**src/rtl/uart_cmd_pkg.sv**
```systemverilog
// Shared types and constants for the UART command decoder.
package uart_cmd_pkg;

    typedef enum logic [2:0] {
        ST_IDLE,
        ST_CMD,
        ST_ADDR,
        ST_DATA,
        ST_CSUM,
        ST_REQ
    } state_e;

    localparam logic [7:0] CMD_WRITE    = 8'h01;
    localparam logic [7:0] CMD_GO       = 8'h02;

    localparam logic [1:0] ERR_BAD_CMD  = 2'd0;
    localparam logic [1:0] ERR_CSUM     = 2'd1;
    localparam logic [1:0] ERR_TIMEOUT  = 2'd2;
    localparam logic [1:0] ERR_OVERRUN  = 2'd3;

    localparam logic [7:0] SYNC_DEFAULT = 8'hA5;

    // Width of the inter-byte timeout counter.
    localparam int TMO_W = 24;

endpackage

```
**src/rtl/uart_cmd_decoder.sv**
```systemverilog
// Assembles framed UART bytes into 32-bit write requests or a boot-release pulse,
// with XOR checksum, inter-byte timeout and overrun detection.
module uart_cmd_decoder
    import uart_cmd_pkg::*;
#(
    parameter int unsigned TIMEOUT_CLKS = 1000000,
    parameter logic [7:0]  SYNC_BYTE    = SYNC_DEFAULT
) (
    input  logic        i_Clock,
    input  logic        i_Reset,
    input  logic        i_Rx_DV,
    input  logic [7:0]  i_Rx_Byte,
    output logic        o_Req_Valid,
    input  logic        i_Req_Ready,
    output logic [31:0] o_Req_Addr,
    output logic [31:0] o_Req_Wdata,
    output logic        o_Boot_Go,
    output logic        o_Err,
    output logic [1:0]  o_Err_Code,
    output logic        o_Busy
);

    // Expiry is seen when the counter holds TIMEOUT_CLKS-1 going into an edge
    // with no byte, so the error lands TIMEOUT_CLKS edges after the last byte.
    localparam logic [TMO_W-1:0] TMO_LAST = TMO_W'(TIMEOUT_CLKS - 1);

    state_e            state_q;
    logic [1:0]        idx_q;
    logic              is_go_q;
    logic [7:0]        csum_q;
    logic [31:0]       addr_q;
    logic [31:0]       data_q;
    logic [TMO_W-1:0]  tmo_cnt_q;
    logic              req_valid_q;
    logic [31:0]       req_addr_q;
    logic [31:0]       req_wdata_q;
    logic              boot_go_q;
    logic              err_q;
    logic [1:0]        err_code_q;
    logic              busy_q;

    logic [TMO_W-1:0]  tmo_cnt_d;
    logic [7:0]        csum_d;
    logic [1:0]        idx_d;
    logic [4:0]        lane;
    logic              timer_active;
    logic              tmo_hit;

    // Next-state helpers: timeout counting, running checksum, byte lane select.
    always_comb begin
        timer_active = (state_q == ST_CMD) || (state_q == ST_ADDR) ||
                       (state_q == ST_DATA) || (state_q == ST_CSUM);
        tmo_cnt_d    = (i_Rx_DV || !timer_active) ? '0 : tmo_cnt_q + 1'b1;
        tmo_hit      = timer_active && (tmo_cnt_q == TMO_LAST);
        csum_d       = csum_q ^ i_Rx_Byte;
        idx_d        = idx_q + 2'd1;
        lane         = {idx_q, 3'b000};
    end

    // Frame decoder FSM; every output is a register updated here.
    always_ff @(posedge i_Clock) begin
        if (i_Reset) begin
            state_q     <= ST_IDLE;
            idx_q       <= '0;
            is_go_q     <= 1'b0;
            csum_q      <= '0;
            addr_q      <= '0;
            data_q      <= '0;
            tmo_cnt_q   <= '0;
            req_valid_q <= 1'b0;
            req_addr_q  <= '0;
            req_wdata_q <= '0;
            boot_go_q   <= 1'b0;
            err_q       <= 1'b0;
            err_code_q  <= '0;
            busy_q      <= 1'b0;
        end else begin
            boot_go_q <= 1'b0;
            err_q     <= 1'b0;
            tmo_cnt_q <= tmo_cnt_d;

            case (state_q)
                ST_IDLE: begin
                    if (i_Rx_DV && (i_Rx_Byte == SYNC_BYTE)) begin
                        state_q <= ST_CMD;
                        csum_q  <= '0;
                        idx_q   <= '0;
                        busy_q  <= 1'b1;
                    end
                end

                ST_CMD: begin
                    if (i_Rx_DV) begin
                        csum_q <= i_Rx_Byte;
                        if (i_Rx_Byte == CMD_WRITE) begin
                            is_go_q <= 1'b0;
                            state_q <= ST_ADDR;
                        end else if (i_Rx_Byte == CMD_GO) begin
                            is_go_q <= 1'b1;
                            state_q <= ST_CSUM;
                        end else begin
                            err_q      <= 1'b1;
                            err_code_q <= ERR_BAD_CMD;
                            state_q    <= ST_IDLE;
                            busy_q     <= 1'b0;
                        end
                    end else if (tmo_hit) begin
                        err_q      <= 1'b1;
                        err_code_q <= ERR_TIMEOUT;
                        state_q    <= ST_IDLE;
                        busy_q     <= 1'b0;
                        tmo_cnt_q  <= '0;
                    end
                end

                ST_ADDR, ST_DATA: begin
                    if (i_Rx_DV) begin
                        if (state_q == ST_ADDR) begin
                            addr_q[lane +: 8] <= i_Rx_Byte;
                        end else begin
                            data_q[lane +: 8] <= i_Rx_Byte;
                        end
                        csum_q <= csum_d;
                        idx_q  <= idx_d;
                        if (idx_q == 2'd3) begin
                            state_q <= (state_q == ST_ADDR) ? ST_DATA : ST_CSUM;
                        end
                    end else if (tmo_hit) begin
                        err_q      <= 1'b1;
                        err_code_q <= ERR_TIMEOUT;
                        state_q    <= ST_IDLE;
                        busy_q     <= 1'b0;
                        tmo_cnt_q  <= '0;
                    end
                end

                ST_CSUM: begin
                    if (i_Rx_DV) begin
                        if (i_Rx_Byte != csum_q) begin
                            err_q      <= 1'b1;
                            err_code_q <= ERR_CSUM;
                            state_q    <= ST_IDLE;
                            busy_q     <= 1'b0;
                        end else if (is_go_q) begin
                            boot_go_q <= 1'b1;
                            state_q   <= ST_IDLE;
                            busy_q    <= 1'b0;
                        end else begin
                            req_valid_q <= 1'b1;
                            req_addr_q  <= addr_q;
                            req_wdata_q <= data_q;
                            state_q     <= ST_REQ;
                        end
                    end else if (tmo_hit) begin
                        err_q      <= 1'b1;
                        err_code_q <= ERR_TIMEOUT;
                        state_q    <= ST_IDLE;
                        busy_q     <= 1'b0;
                        tmo_cnt_q  <= '0;
                    end
                end

                ST_REQ: begin
                    // A byte here cannot be buffered: flag it, keep the request.
                    if (i_Rx_DV) begin
                        err_q      <= 1'b1;
                        err_code_q <= ERR_OVERRUN;
                    end
                    if (i_Req_Ready) begin
                        req_valid_q <= 1'b0;
                        state_q     <= ST_IDLE;
                        busy_q      <= 1'b0;
                    end
                end

                default: begin
                    state_q <= ST_IDLE;
                    busy_q  <= 1'b0;
                end
            endcase
        end
    end

    assign o_Req_Valid = req_valid_q;
    assign o_Req_Addr  = req_addr_q;
    assign o_Req_Wdata = req_wdata_q;
    assign o_Boot_Go   = boot_go_q;
    assign o_Err       = err_q;
    assign o_Err_Code  = err_code_q;
    assign o_Busy      = busy_q;

endmodule

```
**config.mk**
```make
export PLATFORM = sky130hd
export DESIGN_NAME = uart_cmd_decoder
export DESIGN_NICKNAME = d
export VERILOG_FILES = /design/src/rtl/uart_cmd_pkg.sv /design/src/rtl/uart_cmd_decoder.sv
export SDC_FILE = /design/constraint.sdc
export NUM_CORES = 1
export LEC_CHECK = 0
export ABC_AREA = 1
export BUFFER_PORTS_ARGS = -buffer_cell sky130_fd_sc_hd__clkbuf_2
export CAP_MARGIN = 15
export CELL_PAD_IN_SITES_DETAIL_PLACEMENT = 0
export CELL_PAD_IN_SITES_GLOBAL_PLACEMENT = 1
export CORE_UTILIZATION = 34
export DETAILED_ROUTE_END_ITERATION = 6
export PLACE_DENSITY = 0.72
export SYNTH_ARGS = -nofsm -noshare
export SYNTH_HDL_FRONTEND = slang
export SYNTH_SLANG_ARGS = --single-unit
```
**constraint.sdc**
```tcl
create_clock -name i_Clock -period 2.1 [get_ports i_Clock]
set_clock_uncertainty 0.1 [all_clocks]
set_input_delay 0 -clock i_Clock [delete_from_list [all_inputs] [get_ports i_Clock]]
set_output_delay 0 -clock i_Clock [all_outputs]
set_load 0.02 [all_outputs]
```
Yosys cells after proc, flatten, opt, wreduce, memory -nomap -nowiden
Cells that the tools add are included.
{"block": "totals", "out_inout_bits": 70, "elab_cells": 138, "in_bits": 12, "ff_bits": 172}
{"block": "op_classes", "mux": 62, "bitwise": 6, "shifts": 2, "n_eq_ne": 25, "n_reduce_logical": 26, "add_sub_neg": 3}
{"operator": "$mux 24", "count": 4}
{"operator": "$bwmux 32", "count": 2}
{"operator": "$mux 3", "count": 12}
{"operator": "$shift 8x7->32 const A", "count": 1}
{"operator": "$shiftx 8x7->32", "count": 1}
{"operator": "$add 24x1->24 const B", "count": 1}
{"operator": "$eq 24x20->1 const B", "count": 1}
{"operator": "$mux 1", "count": 24}
{"operator": "$mux 8", "count": 3}
{"operator": "$pmux 8 s3", "count": 1}
{"operator": "$mux 2", "count": 10}
{"operator": "$ne 2x2->1 const B", "count": 9}
{"operator": "$pmux 3 s5", "count": 1}
{"operator": "$reduce_and 3->1", "count": 5}
{"operator": "$reduce_and 6->1", "count": 2}
{"operator": "$ne 3x3->1 const B", "count": 3}
{"operator": "$eq 8x1->1 const B", "count": 1}
{"operator": "$eq 8x2->1 const B", "count": 1}
{"operator": "$eq 8x8->1 const B", "count": 1}
{"operator": "$ne 8x8->1", "count": 1}
{"operator": "$pmux 2 s4", "count": 1}
{"operator": "$reduce_and 4->1", "count": 2}
{"operator": "$reduce_or 4->1", "count": 2}
{"operator": "$xor 8x8->8", "count": 1}
{"operator": "other kinds (22)", "count": 34}

Depth between registers and ports, before layout
{"block": "logic_depth", "word_depth": 10, "ltp_mapped": 13, "mapped_depth_nobuf": 13}

Least setup slack after synthesis
No wires, ideal clock.
{"block": "synth_path", "kind": "register to register", "start": "register idx_q[0]", "end": "register data_q[8]", "stages_incl_launch_ff": 11, "n_path_buf": 2, "arrival_time_ps": 1807, "path_slack_ps": 73, "setup_time_ps": 119, "path_cell_list": "dfxtp_1 > clkbuf_1 > inv_1 > ha_1 > inv_1 > nor2_1 > inv_1 > clkbuf_1 > nor2_1 > o21ai_0 > a21oi_1"}
{"block": "synth_via", "elab_chain_len": 3}
{"element": "start: declaration", "line": "uart_cmd_decoder.sv:28", "text": "logic [1:0] idx_q;"}
{"element": "start signal: assignment", "line": "uart_cmd_decoder.sv:124", "text": "idx_q <= idx_d;"}
{"element": "$neg 5->7 *", "line": "uart_cmd_decoder.sv:121", "text": "data_q[lane +: 8] <= i_Rx_Byte;"}
{"element": "$shiftx 8x7->32 or $shift 8x7->32 (tied branches)", "line": "uart_cmd_decoder.sv:121"}
{"element": "$bwmux 32 *", "line": "uart_cmd_decoder.sv:121"}
{"element": "end signal: indexed assignment", "line": "uart_cmd_decoder.sv:121"}
{"element": "end: declaration", "line": "uart_cmd_decoder.sv:32", "text": "logic [31:0] data_q;"}
Mark *: on every way between the ends. The rest lies on a longest branch, timed or not.
A chain may end at the register's enable or synchronous reset.

Final worst setup path
{"block": "layout_path", "start": "input port i_Rx_Byte[6]", "end": "register req_addr_q[22], in the netlist o_Req_Addr[22]"}
{"block": "layout_via", "elab_chain_len": 3}
{"element": "start: declaration", "line": "uart_cmd_decoder.sv:12", "text": "input logic [7:0] i_Rx_Byte,"}
{"element": "$ne 8x8->1", "line": "uart_cmd_decoder.sv:139", "text": "if (i_Rx_Byte != csum_q) begin"}
{"element": "$not 1->1 (no line)"}
{"element": "$reduce_and 4->1 (no line)"}
{"element": "end signal: assignment", "line": "uart_cmd_decoder.sv:150", "text": "req_addr_q <= addr_q;"}
{"element": "end: declaration", "line": "uart_cmd_decoder.sv:35", "text": "logic [31:0] req_addr_q;"}
No other way between the ends.

==> impl_results.md <==
- Fin cells: 1356
- Hold_sp: i_Reset
- Initial antenna violation count: 0
- Register-to-Register Path Depth: 5
- ANT cells: 0
- Final Setup Violations: 0
- Total CTS buffers: 17
- Avg Vias per Cell: between 4 and 5
- Origin of the critical flop-to-flop path: idx_q[0]$_SDFFE_PP0P_
- Initial Util: roughly a third
- First-pass GRT wire length: 30600 um
- Area contributors post-synth: dfxtp_1 (47%), nor2_1 (10%), nand2_1 (8.1%), o21ai_0 (6.4%), a21oi_1 (5.8%)
- Htree depth: 4
- Maximum vdd drop: around 550 uV
- Worst setup margin: 178 ps
- TritonCTS clock tree: built
- Fillcell total: roughly 2200
- Yosys reg bits: around 170
- Total power per unit cell area: 815 nW/um2
- Register share of total power: roughly 47%
- Place WS: 133 ps
- Yosys top cell area share: a little under half
- CP max stage cell: dlygate4sd3_1
- Syn. warnings: 0
- Worst setup EP type: flop
- Postcts setup bufs: 0
- Leak: ~0.0035 uW
- Arr. time, crit path: around 2100 ps
- RSZ-0062 raised after global routing: false
- Max_slew headroom: 62.6%
- WP data required: around 2300 ps
- Final ANT Viol Nets: 0
- Die ar.: about 22000 um2
- Layout area overhead: 19.1%
- Skew-Pair Late Insertion Delay: between 400 and 500 ps
- Final Hold Viols: 0
- Port bufs: 81
- Crit path cell chain: dlygate4sd3_1, clkbuf_2, inv_2, nand2_1, nand2_1, nand2_1, nor2_2, nand4_2, buf_4, o21ai_0, nor2_1
- Cells after synthesis: between 900 and 1000
- Hold Crit Class: primary input to flop
- Largest net degree at the start of global routing: 61
- Die Wd: 148 um
- Min Tclk post-route: between 1500 and 2000 ps
- Switching Share: 24.7%
- Max Cap Viol: 0
- Max Buffers Root-to-Sink: 2
- Cell row count: 53
- DP Wirelength: 13800 um
- Main flop type after synthesis: dfxtp_1
- DRT Pass-1 Iters: 5
- GPL Wtd Cong: about 0.85
- CTS root buf: clkbuf_16
- Final Core Density: between 40% and 50%
- Clock network power share: 46.6%
- Detailed-route via count: roughly 6500
- GR Util All Layers: about 18%
- Comb pwr share: under 10%
- CP Class: primary input to flop
- CP Max Fanout: 21
- Post-route setup TNS: 0 ps
- Register area: ~3400 um2
- Tcrit/Tclk final: slightly above 90%
- Average instance area after synthesis: 7.37 um2
- Multi-input gate area: 3270 um2
- Synthesized area: about 7300 um2
- Delay of the slowest critical-path stage: 550 ps
- I/O pin count: a little over 80
- Core area: between 20000 and 25000 um2
- Pint: between 5000 and 6000 uW
- WL per Instance: between 10 and 15 um
- DR iter-0 viols: between 300 and 400
- Status: completed
- Total power: approximately 7100 uW
- Switch Pwr: between 1500 and 2000 uW
- Worst-path clk slew: 70 ps
- Post-synth EDFFs: 0
- Crit start category: primary input
- Fmax: 0.520 GHz
- Hold depth: 5
- Total wire length: roughly 19000 um
- # placed instances: between 1000 and 1500
- Clock sinks: 172
- Nets: between 1000 and 1500
- Worst-margin pin slew: approximately 560 ps
- Pins over their slew limit: 0
- Worst Setup SP: i_Rx_Byte[6]
- Share of layout cells above drive strength 1: around 17%
- Vias in the first global route: roughly 6000
- Post-synth ARST share: 0%
- Die Height: about 150 um
- Drt drc: 0
- Syn_nets: about 1000
- Gr ovfl total: 0
- Largest area contributor in the netlist: dfxtp_1
- Crit path top cell by count: nand2_1
- Synth unique cells: 38
- Post-synthesis sequential area ratio: around 47%
metrics by stage:
stage                     hold slack [ps]  cell area [um2]
after floorplan                      78.8             7280
after global placement                229             7950
after detailed placement              237             7950
after CTS                            20.7             8640
after global routing                 64.4             8660
final                                33.9             8660
power by group through the flow:
stage / clock, uW / combinational [uW] / sequential (uW)
final: 3290 / 464 / 3300
after global routing: 3460 / 523 / 3310
after CTS: 3370 / 463 / 3300
after detailed placement: 0 / 447 / 3380
after global placement: 0 / 447 / 3380
after floorplan: 0 / 297 / 3380
placed cells by master (no fill, tap or decap), types with 15 or more instances in the layout:
cell type	Yosys	final
a21oi_1	85	85
buf_4	5	15
clkbuf_16	0	17
clkbuf_2	1	81
dfxtp_1	172	172
inv_1	66	65
inv_2	14	16
nand2_1	157	157
nand3_1	44	44
nor2_1	197	197
nor3_1	28	24
o21ai_0	93	93
layer usage:
| metal | GRT usage, % | up-vias | wire [um] |
|---|---|---|---|
| met5 | 0 | - | 0 |
| met4 | 4.90 | 0 | 238 |
| met3 | 3.19 | 15 | 730 |
| met2 | 27.7 | 120 | 8650 |
| met1 | 24.6 | 2972 | 9510 |
| li1 | - | 3376 | - |
synth_stat cells, types with 4 or more instances:
| master | n |
|---|---|
| a21oi_1 | 85 |
| nand2_1 | 157 |
| buf_4 | 5 |
| nand2_2 | 6 |
| buf_6 | 10 |
| o21ai_0 | 93 |
| dfxtp_1 | 172 |
| o21ai_1 | 9 |
| o22ai_1 | 10 |
| nor2_1 | 197 |
| inv_1 | 66 |
| nor2_4 | 4 |
| ha_1 | 7 |
| nand4_1 | 10 |
| nor3_1 | 28 |
| nor2_2 | 8 |
| inv_2 | 14 |
| buf_2 | 5 |
| clkbuf_1 | 22 |
| nand3_1 | 44 |
| xor2_1 | 8 |
critical path, delay by kind of cell:
family,cells,cell delay (ps)
buf+inv,4,1130
simple gates,6,670
compound gates,1,310
flip-flops by register name (all words and copies together) (netlist names), 2 cells and up:
register	flops
addr_q	32
csum_q	8
data_q	32
idx_q	2
o_Err_Code	2
o_Req_Addr	32
o_Req_Wdata	32
state_q	3
tmo_cnt_q	24
worst paths after layout:
check,endpoint,slack (ps)
max,o_Req_Addr[22]$_SDFFE_PP0P_,180
min,data_q[14]$_SDFFE_PP0P_,30
max reg2reg,data_q[31]$_SDFFE_PP0P_,190
min reg2reg,data_q[7]$_SDFFE_PP0P_,350
area by class of cell:
class	instances	area share [%]
sequential	172	39.7
multi-input combinational	687	37.7
timing repair buffer	109	7.94
clock buffer	17	4.91
tap	275	3.97
inverter	82	3.57
clock inverter	14	2.12
repair_timing:
action / 4_1_cts / 5_1_grt
gates resized for setup: 0 / 5
setup endpoints to repair: 0 / 4
hold buffers: 9 / 0
endpoints found under the hold margin: 18 / 0
cells by family (layout without fill, tap and decap cells):
| family | after synthesis | after routing | share of synthesized area, % |
|---|---|---|---|
| AOI/OAI and AO/OA | 207 | 207 | 14.9 |
| DFF | 172 | 172 | 47.3 |
| and+or+nand+nor | 462 | 462 | 27.2 |
| adders and majority gates | 7 | 7 | 1.20 |
| buffers and inverters | 128 | 222 | 8.01 |
| xor gates and xnor gates | 11 | 11 | 1.32 |
No activity file was read; power rests on OpenSTA's default activity.
